[src/rtl/var_timestep_lpf_mc_pkg.sv]
// var_timestep_pkg: shared FSM state type and alpha helpers for var_timestep_lpf_mc.
//   alpha_w(frac)       - width of a clamped alpha with frac fraction bits (0 .. 1.0 inclusive)
//   alpha_clamp(a,frac) - min(a, 2^frac)
package var_timestep_pkg;
  typedef enum logic [1:0] {IDLE, CALC, DONE} state_t;
  function automatic int alpha_w(input int frac);
    return frac + 1;
  endfunction
  function automatic logic [63:0] alpha_clamp(input logic [63:0] a_raw, input int frac);
    logic [63:0] one;
    one = 64'd1 << frac;
    return a_raw > one ? one : a_raw;
  endfunction
endpackage

[src/rtl/var_timestep_lpf_mc_update.sv]
// vt_lpf_update: combinational single-channel step y_new = y + (x - y) * min(dt*k >> K_SHIFT, 1.0).
//   i_y, i_x : signed state and input
//   i_dt     : timestep
//   i_k      : channel coefficient
//   i_en     : channel enable; when low y passes through unchanged
//   o_y_new  : updated state
//   Macro VT_LPF_ROUND_EN selects round-half-up for delta; default is floor.
module vt_lpf_update
  import var_timestep_pkg::*;
#(
  parameter int WIDTH      = 16,
  parameter int DT_WIDTH   = 16,
  parameter int K_WIDTH    = 16,
  parameter int K_SHIFT    = 16,
  parameter int ALPHA_FRAC = 15
) (
  input  logic signed [WIDTH-1:0]    i_y,
  input  logic signed [WIDTH-1:0]    i_x,
  input  logic        [DT_WIDTH-1:0] i_dt,
  input  logic        [K_WIDTH-1:0]  i_k,
  input  logic                       i_en,
  output logic signed [WIDTH-1:0]    o_y_new
);
  localparam int PW = DT_WIDTH + K_WIDTH;
  localparam int AW = alpha_w(ALPHA_FRAC);
  localparam int RW = WIDTH + AW + 2;
  logic        [PW-1:0]  w_a_raw;
  logic        [AW-1:0]  w_alpha;
  logic signed [WIDTH:0] w_diff;
  logic signed [RW-1:0]  w_prod;
  logic signed [RW-1:0]  w_delta;
  assign w_a_raw = (PW'(i_dt) * PW'(i_k)) >> K_SHIFT;
  assign w_alpha = AW'(alpha_clamp(64'(w_a_raw), ALPHA_FRAC));
  assign w_diff  = (WIDTH+1)'(i_x) - (WIDTH+1)'(i_y);
  assign w_prod  = RW'(w_diff) * $signed(RW'(w_alpha));
`ifdef VT_LPF_ROUND_EN
  localparam logic signed [RW-1:0] HALF = RW'(1) << (ALPHA_FRAC - 1);
  assign w_delta = (w_prod + HALF) >>> ALPHA_FRAC;
`else
  assign w_delta = w_prod >>> ALPHA_FRAC;
`endif
  // y_new lies between y and x, so truncating back to WIDTH is lossless
  assign o_y_new = i_en ? WIDTH'(w_delta + RW'(i_y)) : i_y;
endmodule

[src/rtl/var_timestep_lpf_mc.sv]
// var_timestep_lpf_mc: multi-channel variable-timestep first-order LPF, one channel per CALC cycle.
//   clk, rst_n           : clock, async active-low reset
//   in_valid / in_ready  : step request handshake (x, dt, k, ch_en sampled on accept)
//   out_valid / out_ready: result handshake (y, t_emu held stable in DONE)
//   y                    : per-channel filter states
//   t_emu                : accumulated dt, wraps modulo 2^T_WIDTH
//   busy                 : FSM not IDLE
//   Macro VT_LPF_ROUND_EN (in vt_lpf_update) switches delta from floor to round-half-up.
module var_timestep_lpf_mc
  import var_timestep_pkg::*;
#(
  parameter int N_CH       = 4,
  parameter int WIDTH      = 16,
  parameter int DT_WIDTH   = 16,
  parameter int K_WIDTH    = 16,
  parameter int K_SHIFT    = 16,
  parameter int ALPHA_FRAC = 15,
  parameter int T_WIDTH    = 32
) (
  input  logic                    clk,
  input  logic                    rst_n,
  input  logic                    in_valid,
  output logic                    in_ready,
  input  logic [N_CH*WIDTH-1:0]   x,
  input  logic [DT_WIDTH-1:0]     dt,
  input  logic [N_CH*K_WIDTH-1:0] k,
  input  logic [N_CH-1:0]         ch_en,
  output logic                    out_valid,
  input  logic                    out_ready,
  output logic [N_CH*WIDTH-1:0]   y,
  output logic [T_WIDTH-1:0]      t_emu,
  output logic                    busy
);
  localparam int CW = N_CH > 1 ? $clog2(N_CH) : 1;
  state_t                    r_state, w_next;
  logic [CW-1:0]             r_ch_idx;
  logic [N_CH*WIDTH-1:0]     r_x, r_y;
  logic [DT_WIDTH-1:0]       r_dt;
  logic [N_CH*K_WIDTH-1:0]   r_k;
  logic [N_CH-1:0]           r_en;
  logic [T_WIDTH-1:0]        r_t;
  logic                      w_last;
  logic signed [WIDTH-1:0]   w_y_new;
  assign w_last = r_ch_idx == CW'(N_CH - 1);
  vt_lpf_update #(
    .WIDTH(WIDTH), .DT_WIDTH(DT_WIDTH), .K_WIDTH(K_WIDTH),
    .K_SHIFT(K_SHIFT), .ALPHA_FRAC(ALPHA_FRAC)
  ) u_update (
    .i_y    (r_y[r_ch_idx*WIDTH +: WIDTH]),
    .i_x    (r_x[r_ch_idx*WIDTH +: WIDTH]),
    .i_dt   (r_dt),
    .i_k    (r_k[r_ch_idx*K_WIDTH +: K_WIDTH]),
    .i_en   (r_en[r_ch_idx]),
    .o_y_new(w_y_new)
  );
  always_ff @(posedge clk or negedge rst_n)
    if (!rst_n) r_state <= IDLE;
    else        r_state <= w_next;
  always_comb
    w_next = r_state == IDLE ? (in_valid ? CALC : IDLE) :
             r_state == CALC ? (w_last ? DONE : CALC) :
                               (out_ready ? IDLE : DONE);
  always_comb begin
    in_ready  = r_state == IDLE;
    out_valid = r_state == DONE;
    busy      = r_state != IDLE;
  end
  always_ff @(posedge clk or negedge rst_n)
    if (!rst_n) begin
      r_ch_idx <= '0;
      r_x      <= '0;
      r_dt     <= '0;
      r_k      <= '0;
      r_en     <= '0;
      r_y      <= '0;
      r_t      <= '0;
    end else if (r_state == IDLE && in_valid) begin
      r_ch_idx <= '0;
      r_x      <= x;
      r_dt     <= dt;
      r_k      <= k;
      r_en     <= ch_en;
    end else if (r_state == CALC) begin
      r_y[r_ch_idx*WIDTH +: WIDTH] <= w_y_new;
      r_ch_idx <= w_last ? '0 : r_ch_idx + 1'b1;
      if (w_last) r_t <= r_t + T_WIDTH'(r_dt);
    end
  assign y     = r_y;
  assign t_emu = r_t;
endmodule
[config.mk]
export PLATFORM = sky130hd
export DESIGN_NAME = var_timestep_lpf_mc
export DESIGN_NICKNAME = d
export VERILOG_FILES = /design/src/rtl/var_timestep_lpf_mc_pkg.sv /design/src/rtl/var_timestep_lpf_mc_update.sv /design/src/rtl/var_timestep_lpf_mc.sv
export SDC_FILE = /design/constraint.sdc
export NUM_CORES = 2
export LEC_CHECK = 0
export ABC_AREA = 1
export CELL_PAD_IN_SITES_DETAIL_PLACEMENT = 1
export CELL_PAD_IN_SITES_GLOBAL_PLACEMENT = 1
export CORE_MARGIN = 3
export CORE_UTILIZATION = 41
export DETAILED_ROUTE_END_ITERATION = 16
export GPL_TIMING_DRIVEN = 0
export PLACE_DENSITY = 0.85
export SLEW_MARGIN = 20
export SYNTH_ARGS = -nofsm -noshare
export SYNTH_HDL_FRONTEND = slang
export SYNTH_HIERARCHICAL = 1
export SYNTH_SLANG_ARGS = --single-unit
[constraint.sdc]
create_clock -name clk -period 14.3 [get_ports clk]
set_input_delay 2.86 -clock clk [delete_from_list [all_inputs] [get_ports clk]]
set_output_delay 2.86 -clock clk [all_outputs]
set_load 0.01 [all_outputs]
Yosys cells after proc, flatten, opt, wreduce, memory -nomap -nowiden

Cells that the tools add are included.

Bits in registers: 248
Bits in latches: 0
Memory bits (writable): 0
ROM bits: 0
Input bits: 152
Output and inout bits: 99
Logic and storage cells: 45
Memories kept: 0

Add/sub/neg operators: 5
$mul: 2
Div/mod/pow operators: 0
Order comparisons: 2
Equal/unequal tests: 3
Shift operators: 5
Muxes and demuxes: 13
Bitwise gates (word level): 1
Reductions and logical operators: 6

Operator list:

| operator                                                | count |
|---|---|
| variable part select 64 x 7 -> 16 bit                   | 3 |
| bitwise mux 64 bit                                      | 1 |
| variable shift 16 x 34 -> 64 bit (first input constant) | 1 |
| variable part select 16 x 34 -> 64 bit                  | 1 |
| negator 6 -> 34 bit                                     | 1 |
| adder 32 x 16 -> 32 bit                                 | 1 |
| multiplier 16 x 16 -> 32 bit                            | 1 |
| 2-to-1 mux 16 bit                                       | 2 |
| multiplier 17 x 17 -> 31 bit                            | 1 |
| subtractor 16 x 16 -> 17 bit                            | 1 |
| adder 16 bit                                            | 1 |
| > comparator 16 bit (second input constant)             | 1 |
| 2-to-1 mux 2 bit                                        | 7 |
| == test 2 bit (second input constant)                   | 2 |
| nonzero test 2 bit                                      | 2 |
| < comparator 2 x 3 -> 1 bit (second input constant)     | 1 |
| AND reduction 3 bit                                     | 1 |
| adder 2 x 1 -> 2 bit (second input constant)            | 1 |
| binary-select mux 1 bit (select 2 bit)                  | 1 |
| == test 2 x 1 -> 1 bit (second input constant)          | 1 |
| zero test 2 bit                                         | 1 |
| 2-to-1 mux 1 bit                                        | 2 |
| AND reduction 2 bit                                     | 1 |
| logical AND 1 bit                                       | 1 |
| inverter 1 bit                                          | 1 |

Longest topological paths before layout

Depth after elaboration: 9
Gate-level depth with buffers: 79
Depth with buffers taken out: 74

Modules after synthesis

The synthesis kept the hierarchy.

Modules (own cells, without submodules):

| module              | instances | cells each | area an instance (µm²) | sequential area each (µm²) |
|---|---|---|---|---|
| vt_lpf_update       | 1         | 2,645      | 20,049.2               | 0.0 |
| var_timestep_lpf_mc | 1         | 1,680      | 12,620.9               | 6,206.0 |

Worst setup path before layout

Ideal clock, no wire load.

Kind: reg2reg
Start point: reg r_ch_idx[0]
End point: reg r_y[30], in the netlist y[30]
Library setup time: 77 ps
Arrival: 13,360 ps
Data required time: 14,223 ps
Slack: 864 ps
Stages on the path, launching flop included: 71
Path buffers: 6
Period minus slack after synthesis: 13,436 ps
Cells stage by stage: dfrtp_1 -> inv_1 -> buf_2 -> clkbuf_1 -> o21ai_0 -> o22ai_1 -> clkbuf_1 -> clkbuf_1 -> nand2_1 -> fa_1 -> inv_1 -> fa_1 -> inv_1 -> fa_1 -> inv_1 -> fa_1 -> fa_1 -> inv_1 -> (+35 left out) -> nand2_1 -> a21boi_0 -> o21ai_0 -> xor2_1 -> ha_1 -> inv_1 -> o21bai_1 -> a21oi_1 -> o21ai_0 -> a21boi_0 -> o21ai_0 -> a21oi_1 -> nor2_1 -> nor2_1 -> xor2_1 -> o21ai_0 -> nand2_1 -> o21ai_1

Cells in the longest elaborated chain, start to end: 9
Elaborated cells on any way between the ends: 16
Classes of those cells: add/sub (3); mul (2); order compare (1); shift (5); mux (5)

RTL lines:

| element                                  | RTL line                         | RTL |
|---|---|---|
| start: declaration                       | var_timestep_lpf_mc.sv:36        | `logic [CW-1:0] r_ch_idx;` |
| start signal: assignment                 | var_timestep_lpf_mc.sv:85        | `r_ch_idx <= w_last ? '0 : r_ch_idx + 1'b1;` |
| variable part select 64 x 7 -> 16 bit    | var_timestep_lpf_mc.sv:52        | `.i_k (r_k[r_ch_idx*K_WIDTH +: K_WIDTH]),` |
| multiplier 16 x 16 -> 32 bit             | var_timestep_lpf_mc_update.sv:32 | `assign w_a_raw = (PW'(i_dt) * PW'(i_k)) >> K_SHIFT;` |
| > comparator 16 bit                      | var_timestep_lpf_mc_pkg.sv:12    | `return a_raw > one ? one : a_raw;` |
| 2-to-1 mux 16 bit                        | var_timestep_lpf_mc_pkg.sv:12    |  |
| multiplier 17 x 17 -> 31 bit             | var_timestep_lpf_mc_update.sv:35 | `assign w_prod = RW'(w_diff) * $signed(RW'(w_alpha));` |
| adder 16 bit                             | var_timestep_lpf_mc_update.sv:43 | `assign o_y_new = i_en ? WIDTH'(w_delta + RW'(i_y)) : i_y;` |
| 2-to-1 mux 16 bit *                      | var_timestep_lpf_mc_update.sv:43 |  |
| named net w_y_new[14]                    | var_timestep_lpf_mc.sv:43        | `logic signed [WIDTH-1:0] w_y_new;` |
| variable part select 16 x 34 -> 64 bit * | var_timestep_lpf_mc.sv:84        | `r_y[r_ch_idx*WIDTH +: WIDTH] <= w_y_new;` |
| bitwise mux 64 bit *                     | var_timestep_lpf_mc.sv:84        |  |
| end signal: indexed assignment           | var_timestep_lpf_mc.sv:84        |  |
| end: declaration                         | var_timestep_lpf_mc.sv:37        | `logic [N_CH*WIDTH-1:0] r_x, r_y;` |

The timed path passes the listed nets; every way through them passes the cells marked *. The select of a mux whose other input is x is not followed.
A chain may end at the register's enable or synchronous reset.

Worst setup path in the final report

Start point: reg r_ch_idx[0]
End point: reg r_y[15], in the netlist y[15]

Same word-level chain as after synthesis.

==> run metrics <==
via count 32800; Synth Area in Compound Gates 7.23%; Tmin final 14.90 ns; core area 0.0782 mm²; global route total overflow 0; drt wl/cell 24.3 µm; synthesized area 0.0327 mm²; Sequential Area roughly 0.0062 mm²; nets@finish 5551; status complete, but fails checks; first-pass GRT wire length 195000 µm; Seq cells post-synth 248; placed wire-length estimate 99600 µm; worst-path fanout max 10; CP dominant cell by count fa_1; Slew Limit Fails 0; Slowest-stage cell, CP fa_1; top cells by count, synth 1241 x nand2_1, 861 x inv_1, 453 x fa_1, 340 x nor2_1, 248 x dfrtp_1; initial drt markers 2791; hold buffer count at cts 0; XOR/XNOR Fraction of Synth Area 2.06%; CTS sink count 248; Critical Path RT approximately 15 ns; Port Buffers 250; largest family of logic cells by synthesized area adder cells; Setup CP Type flop to flop; Num CTS Buffers 26; setup_tns -10.56 ns; share of the synthesized area in the top cell type 27.8%; CP startpoint r_ch_idx[0]; Reg-to-Reg Start r_ch_idx[0]; number of max-cap violations 0; RSZ-0062 raised after global routing true; clk_skew about 0.026 ns; layout cells sized above 1 13.5%; Vias/cell 5.68; worst setup path endpoint y[15]; clock tree buffer depth 3; drt pass-1 iters 6; vias in the first global route 34900; FF-to-FF End y[15]; Synth Area in Simple Gates 22.4%; H-tree levels 1; Synth area leaders fa_1 28%, dfrtp_1 19%, nand2_1 14%; Total Routed Length between 100000 and 150000 µm; leading area contributor after synthesis fa_1; mux cell area share after synthesis 0%; Max stage delay on crit path 0.70 ns; area of the multi-input gates about 0.024 mm²; worst reg-to-reg setup slack -0.60 ns; most frequent cell after synthesis nand2_1; Yosys cell types 47; Die Y 288 µm; starting density of the core 41.8%; crit path capture type flop; post-synthesis adder-cell area fraction 36.8%; GP Congestion 0.954; CP arrival roughly 15 ns; Tcrit/Tclk final 104%; cell row count 102; Synth-to-Final Area Change 25.1%; synth warn 6; Gate Count Post-Synth around 4300; Critical Path Source Type flop; register clock-pin slew on the reported worst setup and hold paths 0.07 ns; clock root buffer clkbuf_16; asr flop ratio synth 100%; Placed Cells incl. Taps ~5600; class of the worst hold path flop to flop; CTS tree built; Post-synth top flop dfrtp_1; final worst-path setup slack -0.600 ns; fmax 67.1 MHz; overall routing resource usage 30.4%; Final Hold Fails 0; Die ar. 0.0831 mm²; initial antenna violation count 4; sequential area share after synthesis 19.0%; Final ANT Viol Nets 0; I/O pins roughly 250; fillers 9436; number of synthesized flops with an enable pin 0; Avg Cell Area, Syn 7.55 µm²; non-filler cells in the finished layout 5770; failing checks negative setup slack; Max transition margin 21.2%; maximum number of pins on one net before global-route repair 97; net count after synthesis between 5000 and 6000; Residual DRC 0; Worst-Skew Late Latency 0.57 ns; # setup viols final 37; Worst Tran Pin Value 1.18 ns; width of the die 288 µm; Worst Reg-to-Reg Cells 65
[stage by stage]
stage / utilization [%] / hold WS [ns] / worst slack (ns) / cell area [µm²]
global route: 52.2 / 0.505 / -0.926 / 40900
detailed placement: 46.8 / 0.463 / -3.27 / 36600
finish: 52.2 / 0.476 / -0.600 / 40900
floorplan: - / 0.444 / 0.864 / 32700
CTS: 49.5 / 0.480 / 0.000336 / 38700
global placement: 46.6 / 0.456 / -2.98 / 36500
[per-layer routing]
layer	GRT usage [%]	vias up	part of all wire, %
met5	0	-	0.0078
met4	14.8	2	7.0
met2	51.7	1791	48
met3	5.21	660	8.0
li1	-	13800	-
met1	37.4	16500	37
[final cells by class]
class | instances | share of cell area (%)
repair buffers | 362 | 8.85
plain buffers | 172 | 3.17
clock inverters | 10 | 0.453
well taps | 1040 | 3.18
clock buffers | 36 | 1.93
diodes | 2 | 0.0122
multi-input cells | 3026 | 59.1
flip-flops and latches | 248 | 15.2
inverters | 874 | 8.08
[worst max-delay path, delay by kind of cell, from the launching register on]
family	cells	cell delay, ns
xor gates and xnor gates	2	0.31
and+or+nand+nor	23	2.91
adders and majority gates	15	7.63
AOI/OAI and AO/OA	9	1.32
DFF	1	0.47
buffers and inverters	16	2.08
[logic make-up (layout without fill, tap and decap cells)]
| family | after synthesis | in the layout |
|---|---|---|
| AOI/OAI and AO/OA | 444 | 444 |
| xor gates and xnor gates | 75 | 75 |
| adders and majority gates | 689 | 689 |
| buffers and inverters | 1051 | 1454 |
| DFF | 248 | 248 |
| other | 0 | 2 |
| and+or+nand+nor | 1818 | 1818 |
[state kept, by name, summed over array words and instances (netlist names)]
name and cells:
r_k 64, r_x 64, y 64, t_emu 32, r_dt 16, r_en 4
r_ch_idx 2, r_state 2
[placed cells by master (no fill, tap or decap), types with 39 or more instances in the layout]
cell | synthesis | final
ha_1 | 236 | 195
o21ai_0 | 239 | 203
nand4_1 | 47 | 47
nand3_1 | 118 | 106
o21ai_1 | 23 | 39
o22ai_1 | 51 | 45
clkdlybuf4s50_1 | 0 | 249
nor2_1 | 340 | 292
dfrtp_1 | 248 | 246
a21oi_1 | 99 | 63
buf_4 | 16 | 112
nor2_2 | 10 | 46
inv_1 | 861 | 836
nand2_2 | 14 | 47
buf_2 | 49 | 39
fa_1 | 453 | 440
clkbuf_1 | 105 | 44
nand2_1 | 1241 | 1193
[worst min-delay path by stage]
| stage | startpoint | to | slack [ns] | depth (start not counted) |
|---|---|---|---|---|
| after detailed placement | r_k[16] | r_k[16] | 0.46 | 2 |
| after global placement | r_k[40] | r_k[40] | 0.46 | 2 |
| after CTS | r_k[16] | r_k[16] | 0.48 | 2 |
| after global routing | r_x[33] | r_x[33] | 0.50 | 2 |
| final | r_k[16] | r_k[16] | 0.48 | 2 |
| after floorplan | r_en[2] | r_en[2] | 0.44 | 2 |
[timing repair]
action | in CTS | in global routing
endpoints found under the setup margin | 64 | 46
pin swaps | 47 | 139
gates resized for setup | 267 | 384
setup buffers | 32 | 73
cloned | 0 | 6
Power is left out: the tool's default activity adds up to more than one toggle a clock period on the data nets, which glitch-free logic cannot reach.
